**config.mk**
```make
export PLATFORM = sky130hd
export DESIGN_NAME = updn_cnt_sched_flat
export DESIGN_NICKNAME = d
export VERILOG_FILES = /design/src/rtl/updn_cnt_sched_pkg.sv /design/src/rtl/updn_cnt_sched_if.sv /design/src/rtl/updn_cnt_sched_rr_arbiter.sv /design/src/rtl/updn_cnt_sched.sv /design/src/flat_wrapper.sv
export SDC_FILE = /design/constraint.sdc
export NUM_CORES = 1
export LEC_CHECK = 0
export ABC_AREA = 0
export CORE_ASPECT_RATIO = 2
export CORE_MARGIN = 8
export CORE_UTILIZATION = 41
export CTS_CLUSTER_SIZE = 24
export DETAILED_ROUTE_END_ITERATION = 10
export PLACE_DENSITY = 0.67
export SYNTH_ARGS = -nofsm -noshare
export SYNTH_HDL_FRONTEND = slang
export SYNTH_SLANG_ARGS = --single-unit
```
**constraint.sdc**
```tcl
create_clock -name clk -period 4.7 [get_ports clk]
set_clock_uncertainty 0.05 [all_clocks]
set_input_delay 0.94 -clock clk [delete_from_list [all_inputs] [get_ports clk]]
set_output_delay 0.94 -clock clk [all_outputs]
set_load 0.05 [all_outputs]
```
**src/rtl/updn_cnt_sched_pkg.sv**
```systemverilog
// Shared definitions for the up/down counter job scheduler.
//   state_t : scheduler FSM encoding (IDLE, CLR, RUN, DONE)
package updn_cnt_sched_pkg;

    typedef enum logic [1:0] {
        ST_IDLE = 2'd0,
        ST_CLR  = 2'd1,
        ST_RUN  = 2'd2,
        ST_DONE = 2'd3
    } state_t;

endpackage

```
**src/rtl/updn_cnt_sched_if.sv**
```systemverilog
// Bundle of requester-side and counter-side signals of the scheduler.
//   req/req_dir/req_len : per-requester job requests (client -> scheduler)
//   gnt/done/done_id/result : grant and completion info (scheduler -> client)
//   ctr_rst/ctr_en/ctr_up_dn : drive pins of the shared counter
//   ctr_count : counter value back to the scheduler
// slave modport is the scheduler view, master is the client/counter side.
interface updn_cnt_sched_if #(
    parameter int NREQ  = 4,
    parameter int CNT_W = 4,
    parameter int LEN_W = 8
);
    localparam int ID_W = (NREQ > 1) ? $clog2(NREQ) : 1;

    logic [NREQ-1:0]       req;
    logic [NREQ-1:0]       req_dir;
    logic [NREQ*LEN_W-1:0] req_len;
    logic [NREQ-1:0]       gnt;
    logic                  done;
    logic [ID_W-1:0]       done_id;
    logic [CNT_W-1:0]      result;
    logic                  ctr_rst;
    logic                  ctr_en;
    logic                  ctr_up_dn;
    logic [CNT_W-1:0]      ctr_count;

    modport slave (
        input  req, req_dir, req_len, ctr_count,
        output gnt, done, done_id, result, ctr_rst, ctr_en, ctr_up_dn
    );

    modport master (
        output req, req_dir, req_len, ctr_count,
        input  gnt, done, done_id, result, ctr_rst, ctr_en, ctr_up_dn
    );

endinterface

```
**src/rtl/updn_cnt_sched_rr_arbiter.sv**
```systemverilog
// Combinational round-robin arbiter.
//   req_i      : request vector
//   ptr_i      : highest-priority index this round
//   gnt_next_o : one-hot grant of the first set request at or after ptr_i
//   idx_o      : encoded index of gnt_next_o
module updn_cnt_sched_rr_arbiter #(
    parameter int NREQ = 4
) (
    input  logic [NREQ-1:0]                                req_i,
    input  logic [((NREQ > 1) ? $clog2(NREQ) : 1)-1:0]     ptr_i,
    output logic [NREQ-1:0]                                gnt_next_o,
    output logic [((NREQ > 1) ? $clog2(NREQ) : 1)-1:0]     idx_o
);
    localparam int ID_W = (NREQ > 1) ? $clog2(NREQ) : 1;
    localparam int IW   = ID_W + 1;

    logic [IW-1:0] cand;
    logic          found;

    always_comb begin
        gnt_next_o = '0;
        idx_o      = '0;
        found      = 1'b0;
        cand       = '0;
        for (int k = 0; k < NREQ; k++) begin
            // One extra bit so the modulo wrap also works for non-power-of-two NREQ.
            cand = {1'b0, ptr_i} + IW'(k);
            if (cand >= IW'(NREQ)) begin
                cand = cand - IW'(NREQ);
            end
            if (!found && req_i[cand[ID_W-1:0]]) begin
                found                        = 1'b1;
                idx_o                        = cand[ID_W-1:0];
                gnt_next_o[cand[ID_W-1:0]]   = 1'b1;
            end
        end
    end

endmodule

```
**src/rtl/updn_cnt_sched.sv**
```systemverilog
// Scheduler sharing one external up/down counter between NREQ requesters.
// Arbitrates round-robin, then clears the counter, enables it for len
// cycles in the latched direction and samples the final count.
//   clk, rst : clock, synchronous active-high reset
//   bus      : updn_cnt_sched_if.slave (requests, grant/done, counter pins)
//
// state | meaning
// IDLE  | arbitrate; latch id/dir/len of the winner
// CLR   | hold counter in reset, load remaining-cycle timer
// RUN   | counter enabled, timer counts down to terminal count 1
// DONE  | capture count into result, advance rr pointer
module updn_cnt_sched
    import updn_cnt_sched_pkg::*;
#(
    parameter int NREQ  = 4,
    parameter int CNT_W = 4,
    parameter int LEN_W = 8
) (
    input logic              clk,
    input logic              rst,
    updn_cnt_sched_if.slave  bus
);
    localparam int ID_W = (NREQ > 1) ? $clog2(NREQ) : 1;

    state_t            state_q, state_d;
    logic [NREQ-1:0]   gnt_q;
    logic [ID_W-1:0]   id_q;
    logic              dir_q;
    logic [LEN_W-1:0]  len_q;
    logic [LEN_W-1:0]  rem_q;
    logic [ID_W-1:0]   ptr_q;
    logic [CNT_W-1:0]  result_q;
    logic              done_q;
    logic [ID_W-1:0]   done_id_q;

    logic [NREQ-1:0]   arb_gnt;
    logic [ID_W-1:0]   arb_idx;
    logic              sel_dir;
    logic [LEN_W-1:0]  sel_len;

    logic [NREQ-1:0]   gnt_c;
    logic              ctr_rst_c;
    logic              ctr_en_c;
    logic              ctr_up_dn_c;

    updn_cnt_sched_rr_arbiter #(.NREQ(NREQ)) u_arb (
        .req_i      (bus.req),
        .ptr_i      (ptr_q),
        .gnt_next_o (arb_gnt),
        .idx_o      (arb_idx)
    );

    always_comb begin
        sel_dir = 1'b0;
        sel_len = '0;
        for (int i = 0; i < NREQ; i++) begin
            if (arb_idx == ID_W'(i)) begin
                sel_dir = bus.req_dir[i];
                sel_len = bus.req_len[i*LEN_W +: LEN_W];
            end
        end
    end

    always_comb begin
        state_d     = state_q;
        gnt_c       = '0;
        ctr_rst_c   = rst;
        ctr_en_c    = 1'b0;
        ctr_up_dn_c = 1'b0;
        case (state_q)
            ST_IDLE: begin
                if (|bus.req) state_d = ST_CLR;
            end
            ST_CLR: begin
                gnt_c     = gnt_q;
                ctr_rst_c = 1'b1;
                state_d   = (len_q == '0) ? ST_DONE : ST_RUN;
            end
            ST_RUN: begin
                gnt_c       = gnt_q;
                // Gated so the counter never sees rst and en together.
                ctr_en_c    = !rst;
                ctr_up_dn_c = dir_q & !rst;
                if (rem_q == LEN_W'(1)) state_d = ST_DONE;
            end
            ST_DONE: begin
                gnt_c   = gnt_q;
                state_d = ST_IDLE;
            end
            default: state_d = ST_IDLE;
        endcase
    end

    always_ff @(posedge clk) begin
        if (rst) begin
            state_q   <= ST_IDLE;
            gnt_q     <= '0;
            id_q      <= '0;
            dir_q     <= 1'b0;
            len_q     <= '0;
            rem_q     <= '0;
            ptr_q     <= '0;
            result_q  <= '0;
            done_q    <= 1'b0;
            done_id_q <= '0;
        end else begin
            state_q <= state_d;
            done_q  <= (state_q == ST_DONE);
            case (state_q)
                ST_IDLE: begin
                    if (|bus.req) begin
                        gnt_q <= arb_gnt;
                        id_q  <= arb_idx;
                        dir_q <= sel_dir;
                        len_q <= sel_len;
                    end
                end
                ST_CLR:  rem_q <= len_q;
                ST_RUN:  rem_q <= rem_q - LEN_W'(1);
                ST_DONE: begin
                    result_q  <= bus.ctr_count;
                    done_id_q <= id_q;
                    ptr_q     <= (id_q == ID_W'(NREQ - 1)) ? '0 : id_q + ID_W'(1);
                end
                default: ;
            endcase
        end
    end

    assign bus.gnt       = gnt_c;
    assign bus.ctr_rst   = ctr_rst_c;
    assign bus.ctr_en    = ctr_en_c;
    assign bus.ctr_up_dn = ctr_up_dn_c;
    assign bus.done      = done_q;
    assign bus.done_id   = done_id_q;
    assign bus.result    = result_q;

endmodule

```
**src/flat_wrapper.sv**
```systemverilog
// flat-port wrapper written by rule: the top's interface ports become plain ports
module updn_cnt_sched_flat import updn_cnt_sched_pkg::*;
#(
    parameter int NREQ  = 4,
    parameter int CNT_W = 4,
    parameter int LEN_W = 8
)
  (clk, rst, bus_req, bus_req_dir, bus_req_len, bus_ctr_count, bus_gnt, bus_done, bus_done_id, bus_result, bus_ctr_rst, bus_ctr_en, bus_ctr_up_dn);
  updn_cnt_sched_if #(.NREQ(NREQ), .CNT_W(CNT_W), .LEN_W(LEN_W)) bus_i ();
  input logic clk;
  input logic rst;
  input wire logic [$bits(bus_i.req)-1:0] bus_req;
  input wire logic [$bits(bus_i.req_dir)-1:0] bus_req_dir;
  input wire logic [$bits(bus_i.req_len)-1:0] bus_req_len;
  input wire logic [$bits(bus_i.ctr_count)-1:0] bus_ctr_count;
  output wire logic [$bits(bus_i.gnt)-1:0] bus_gnt;
  output wire logic [$bits(bus_i.done)-1:0] bus_done;
  output wire logic [$bits(bus_i.done_id)-1:0] bus_done_id;
  output wire logic [$bits(bus_i.result)-1:0] bus_result;
  output wire logic [$bits(bus_i.ctr_rst)-1:0] bus_ctr_rst;
  output wire logic [$bits(bus_i.ctr_en)-1:0] bus_ctr_en;
  output wire logic [$bits(bus_i.ctr_up_dn)-1:0] bus_ctr_up_dn;
  assign bus_i.req = bus_req;
  assign bus_i.req_dir = bus_req_dir;
  assign bus_i.req_len = bus_req_len;
  assign bus_i.ctr_count = bus_ctr_count;
  assign bus_gnt = bus_i.gnt;
  assign bus_done = bus_i.done;
  assign bus_done_id = bus_i.done_id;
  assign bus_result = bus_i.result;
  assign bus_ctr_rst = bus_i.ctr_rst;
  assign bus_ctr_en = bus_i.ctr_en;
  assign bus_ctr_up_dn = bus_i.ctr_up_dn;
  updn_cnt_sched #(.NREQ(NREQ), .CNT_W(CNT_W), .LEN_W(LEN_W)) u_core (.clk(clk), .rst(rst), .bus(bus_i));
endmodule
```
# [After elaboration in Yosys (flattened, before gate mapping)]
# Index checks and enable logic that the tools add are counted.
[op_classes] magnitude_cmp=12 bitwise_logic=4 eq_ne=10 add_sub_neg=9 reduce_logical=19 n_mux=49
[ops] op="$mux W8" count=4
[ops] op="$mux W2" count=11
[ops] op="$mux W4" count=5
[ops] op="$mux W1" count=19
[ops] op="$pmux W8 S2" count=1
[ops] op="$lt A2 B3 Y1 const B" count=4
[ops] op="$or A4 B4 Y4" count=3
[ops] op="$eq A2 B2 Y1 const B" count=5
[ops] op="$ge A3 B3 Y1 const B" count=3
[ops] op="$bmux W1 S2" count=4
[ops] op="$demux W1 S2" count=4
[ops] op="$eq A8 B1 Y1 const B" count=1
[ops] op="$ge A2 B1 Y1 const B" count=4
[ops] op="$logic_not A8 Y1" count=1
[ops] op="$pmux W2 S4" count=1
[ops] op="$sub A2 B1 Y2 const B" count=4
[ops] op="$sub A8 B1 Y8 const B" count=1
[ops] op="$logic_and A1 B1 Y1" count=7
[ops] op="$add A2 B2 Y3 const B" count=2
[ops] op="$eq A2 B1 Y1 const B" count=2
[ops] op="$logic_not A1 Y1" count=4
[ops] op="$logic_not A2 Y1" count=2
[ops] op="$ne A2 B1 Y1 const B" count=2
[ops] op="$reduce_and A2 Y1" count=2
[ops] op="other kinds (7)" count=7
[word_totals] inputBits=46 wordCells=113 register_bits=34 output_inout_bits=14

# [Depth between registers and ports, before layout]
[depth] depth_word=19 mapped_depth=14 depth_no_buf=8

# [By module]
# Synthesis repeated with hierarchy kept, for this count alone.
[hier_totals] hier_cells=248 hier_area_um2=2222.1
[by_module_without_submodules] module="updn_cnt_sched" cells_each=200 area_per_inst_um2=1783.0 n_inst=1 seq_area_each_um2=680.7
[by_module_without_submodules] module="updn_cnt_sched_rr_arbiter" cells_each=48 area_per_inst_um2=439.2 n_inst=1 seq_area_each_um2=0.0

# [Worst setup path before layout]
# No wires, ideal clock.
[synth_timing] kind="register -> register" start="register u_core.ptr_q[0]" end="register u_core.len_q[6]" arrival_ns=3.346 setup_ns=0.120 period_less_slack_ns=3.516 setup_slack_ns=1.184 stages_incl_launch_ff=15 cell_sequence="dfxtp_1 > buf_6 > inv_1 > clkbuf_1 > clkbuf_1 > ha_1 > buf_2 > mux4_2 > nor2b_4 > buf_6 > or4_4 > buf_6 > o221ai_2 > a21oi_1 > a211o_1"
[synth_between] elab_chain_len=19
[synth_rtl] element="start, declared" line_no="updn_cnt_sched.sv:31" source="logic [ID_W-1:0] ptr_q;"
[synth_rtl] element="start signal, assigned" line_no="updn_cnt_sched.sv:123" source="ptr_q <= (id_q == ID_W'(NREQ - 1)) ? '0 : id_q + ID_W'(1);"
[synth_rtl] element="parallel branches: the longest is 13 deep, another holds $add A2 B1 Y3"
[synth_rtl] element="$mux W2 *" line_no="updn_cnt_sched_rr_arbiter.sv:31" source="if (!found && req_i[cand[ID_W-1:0]]) begin"
[synth_rtl] element="$logic_not A2 Y1" line_no="updn_cnt_sched.sv:57" source="if (arb_idx == ID_W'(i)) begin"
[synth_rtl] element="$mux W8 (3 in series)" line_no="updn_cnt_sched.sv:57"
[synth_rtl] element="$mux W8 *" line_no="updn_cnt_sched.sv:57"
[synth_rtl] element="end signal, assigned" line_no="updn_cnt_sched.sv:115" source="len_q <= sel_len;"
[synth_rtl] element="end, declared" line_no="updn_cnt_sched.sv:29" source="logic [LEN_W-1:0] len_q;"
# Every way passes the cells marked *. The select of a mux whose other input is x is not followed.
# A chain may end at the register's enable or synchronous reset.

# [Worst setup path after layout]
[layout_timing] start="register u_core.state_q[0]" end="output port bus_ctr_up_dn"
[layout_between] elab_chain_len=2
[layout_rtl] element="start, declared" line_no="updn_cnt_sched.sv:25" source="state_t state_q, state_d;"
[layout_rtl] element="start signal, assigned" line_no="updn_cnt_sched.sv:107" source="state_q <= state_d;"
[layout_rtl] element="$eq A2 B2 Y1" line_no="updn_cnt_sched.sv:70" source="case (state_q)"
[layout_rtl] element="$mux W1" line_no="updn_cnt_sched.sv:70"
[layout_rtl] element="end, declared" line_no="flat_wrapper.sv:22" source="output wire logic [$bits(bus_i.ctr_up_dn)-1:0] bus_ctr_up_dn;"
# No other way between the ends.

==> results.json <==
{
  "status": "finished clean",
  "rsz0062_at_grt": "false",
  "top_level_ports": 60,
  "antenna-diode-count": 0,
  "whs_path_depth": 2,
  "worst_pin_slew_ps": 913,
  "r2r_setup_slack_ps": 1550,
  "r2r-end": "u_core.len_q[5]",
  "postCtsSetupBuffers": 0,
  "setup_viol_count_final": 0,
  "ys_ff_latch": 34,
  "crit_chain": "inv_1 -> ha_1 -> clkinv_1 -> nor2_1 -> and2_1 -> clkdlybuf4s50_1",
  "power_mw": 1.69,
  "final_design_area_no_fill_um2": 3390,
  "yosys_warnings": 0,
  "critPathKind": "flop to output pin",
  "fin_ws_ps": 982,
  "drc": 0,
  "cts_tree": "yes",
  "synth.most_common_cell": "nor2_1",
  "cpMaxStageDelayCell": "clkdlybuf4s50_1",
  "core_um2": 6260,
  "endpoint_kind": "output pin",
  "fin_util_pct": 54.1,
  "clk_latency_ps": 280,
  "cts_num_sinks": 34,
  "reg2reg_from": "u_core.ptr_q[1]",
  "yosys.area.top_type": "dfxtp_1",
  "dieArea_um2": 9390,
  "syn_inst": 312,
  "place_ws_ps": 982,
  "cp-start-kind": "flop",
  "hold_viol_final": 0,
  "setup-tns-final_ps": 0,
  "slew_headroom_pct": 39.2,
  "seq_area_um2": 681,
  "nets": 423,
  "synth_area_per_cell_um2": 8.43,
  "holdWs_ps": 445,
  "grt_max_degree": 24,
  "fin_crit_sh_pct": 79.1,
  "hold_start": "u_core.id_q[1]",
  "fin_cells": 449,
  "drv_cap": 0,
  "seq_area_frac_synth_pct": 25.9,
  "die_height_um": 129,
  "numCtsBuffers": 5,
  "drt_iter0_markers": 128,
  "root_buffer": "clkbuf_16",
  "slew_viol_final": 0,
  "nFillCells": 608,
  "dp_cells": 441,
  "dpl_cell_area_um2": 3240,
  "wl_mm": 7.45,
  "worstPathArrival_ps": 2730,
  "rows": 41,
  "hold_class": "flop to flop",
  "grt_pass1_vias": 2556,
  "area_growth_pct": 28.9,
  "async_flop_share_pct": 0,
  "antenna_found_initial": 0,
  "clk_pin_slew_ps": 50,
  "viasPerCell": 5.73,
  "cts_htree_levels": 2,
  "period_minus_slack_ps": 3720,
  "ff2ff_path_depth": 8,
  "hold_end": "u_core.id_q[1]",
  "synth_top_area_share_pct": 25.9,
  "p_leak_nw": 1.20,
  "die_w_um": 72.6,
  "multi_input_area_um2": 1780,
  "grtUsageTotal_pct": 16.3,
  "ys.flop_type": "dfxtp_1",
  "syn-num-nets": 373,
  "critPathBufInv": 3,
  "critPathRequiredTime_ps": 3710,
  "drive_gt1_share_pct": 13.2,
  "netlist_area_um2": 2630,
  "numPortBuffers": 59,
  "power.density_nw_per_um2": 498,
  "post_cts_resized": 0,
  "dp_hpwl_mm": 5.72,
  "synth_edf_count": 0,
  "firstDrtPassIters": 5,
  "ys_types": 48,
  "ys_top_cells_by_area": "dfxtp_1 (26%), nor2_1 (7.6%), ha_1 (7.1%), mux2_2 (6.0%), mux2i_1 (5.7%)",
  "hold_buffers": 0,
  "clk_path_buf_depth": 2,
  "globalRoute.totalOverflow": 0,
  "cpPeakStageDelay_ps": 800,
  "initial_utilization_pct": 42.0,
  "detail-route-antenna-nets": 0,
  "fmax_ghz": 0.269,
  "ir_drop_mv": 0.182,
  "vias": 2573,
  "wl_per_cell_um": 16.6,
  "critPathTopFamily": "buffers and inverters",
  "gp_congestion": 0.865,
  "yosys-top-cells-count": "nor2_1 (53), dfxtp_1 (34), nand2_1 (20)",
  "grt_pass1_wl_mm": 12.2,
  "crit_fanout": 14
}
-- logic make-up after synthesis --
kind of cell,synth area share [%]
AO/OA/AOI/OAI,24.3
adder cells (fa/ha/maj),7.14
buffers and inverters,6.28
flip-flops,25.9
multiplexers,15.1
AND/OR/NAND/NOR,21.3
-- worst register-to-register path, delay by kind of cell, from the launching register on --
family / cells / cell delay (ps)
adders and majority gates: 1 / 460
buffers and inverters: 1 / 170
DFF: 1 / 560
AOI/OAI and AO/OA: 2 / 400
and+or+nand+nor: 3 / 740
muxes: 1 / 650
-- state kept, by name, indices dropped and copies added (netlist names) --
signal,cells
u_core.gnt_q,4
u_core.bus.done,1
u_core.rem_q,8
u_core.dir_q,1
u_core.bus.done_id,2
u_core.len_q,8
u_core.bus.result,4
u_core.ptr_q,2
u_core.state_q,2
u_core.id_q,2
-- cell usage in the layout, fill, tap and decap left out, types with 12 or more instances in the layout --
master	synthesis	final
dfxtp_1	34	34
mux2i_1	15	15
mux2_2	14	14
nor4_1	12	12
a21oi_1	13	13
o21ai_0	12	12
ha_1	15	15
nor2_1	53	53
clkdlybuf4s50_1	0	59
nand2_1	20	20
-- cell type report --
type | instances | share of cell area (%)
Sequential cell | 34 | 20.1
Multi-Input combinational cell | 247 | 52.6
Clock inverter | 2 | 0.369
Timing Repair Buffer | 64 | 18.5
Clock buffer | 6 | 4.10
Tap cell | 86 | 3.18
Inverter | 10 | 1.11
-- worst max path at each step --
| stage | slack, ps | to | start | cells after the start |
|---|---|---|---|---|
| CTS | 980 | bus_ctr_up_dn | u_core.state_q[0] | 6 |
| detailed placement | 980 | bus_ctr_up_dn | rst | 4 |
| finish | 980 | bus_ctr_up_dn | u_core.state_q[0] | 6 |
| floorplan | 1180 | u_core.len_q[6] | u_core.ptr_q[0] | 14 |
| global placement | 1000 | bus_ctr_up_dn | rst | 4 |
| global route | 750 | bus_ctr_up_dn | u_core.state_q[0] | 6 |
-- power by group --
group	internal [mW]	leakage [nW]	total (mW)	switching (mW)
combinational	0.363	0.849	0.870	0.508
sequential	0.386	0.279	0.481	0.0948
clock	0.210	0.0729	0.336	0.126
total	0.958	1.20	1.69	0.729
-- metal layers --
| layer | global-route usage [%] | share of wire [%] |
|---|---|---|
| met4 | 8.67 | 3.2 |
| met2 | 30.3 | 56 |
| met5 | 0 | 0 |
| met3 | 3.25 | 3.5 |
| met1 | 16.1 | 38 |
Power figures use the tool's default switching activity.
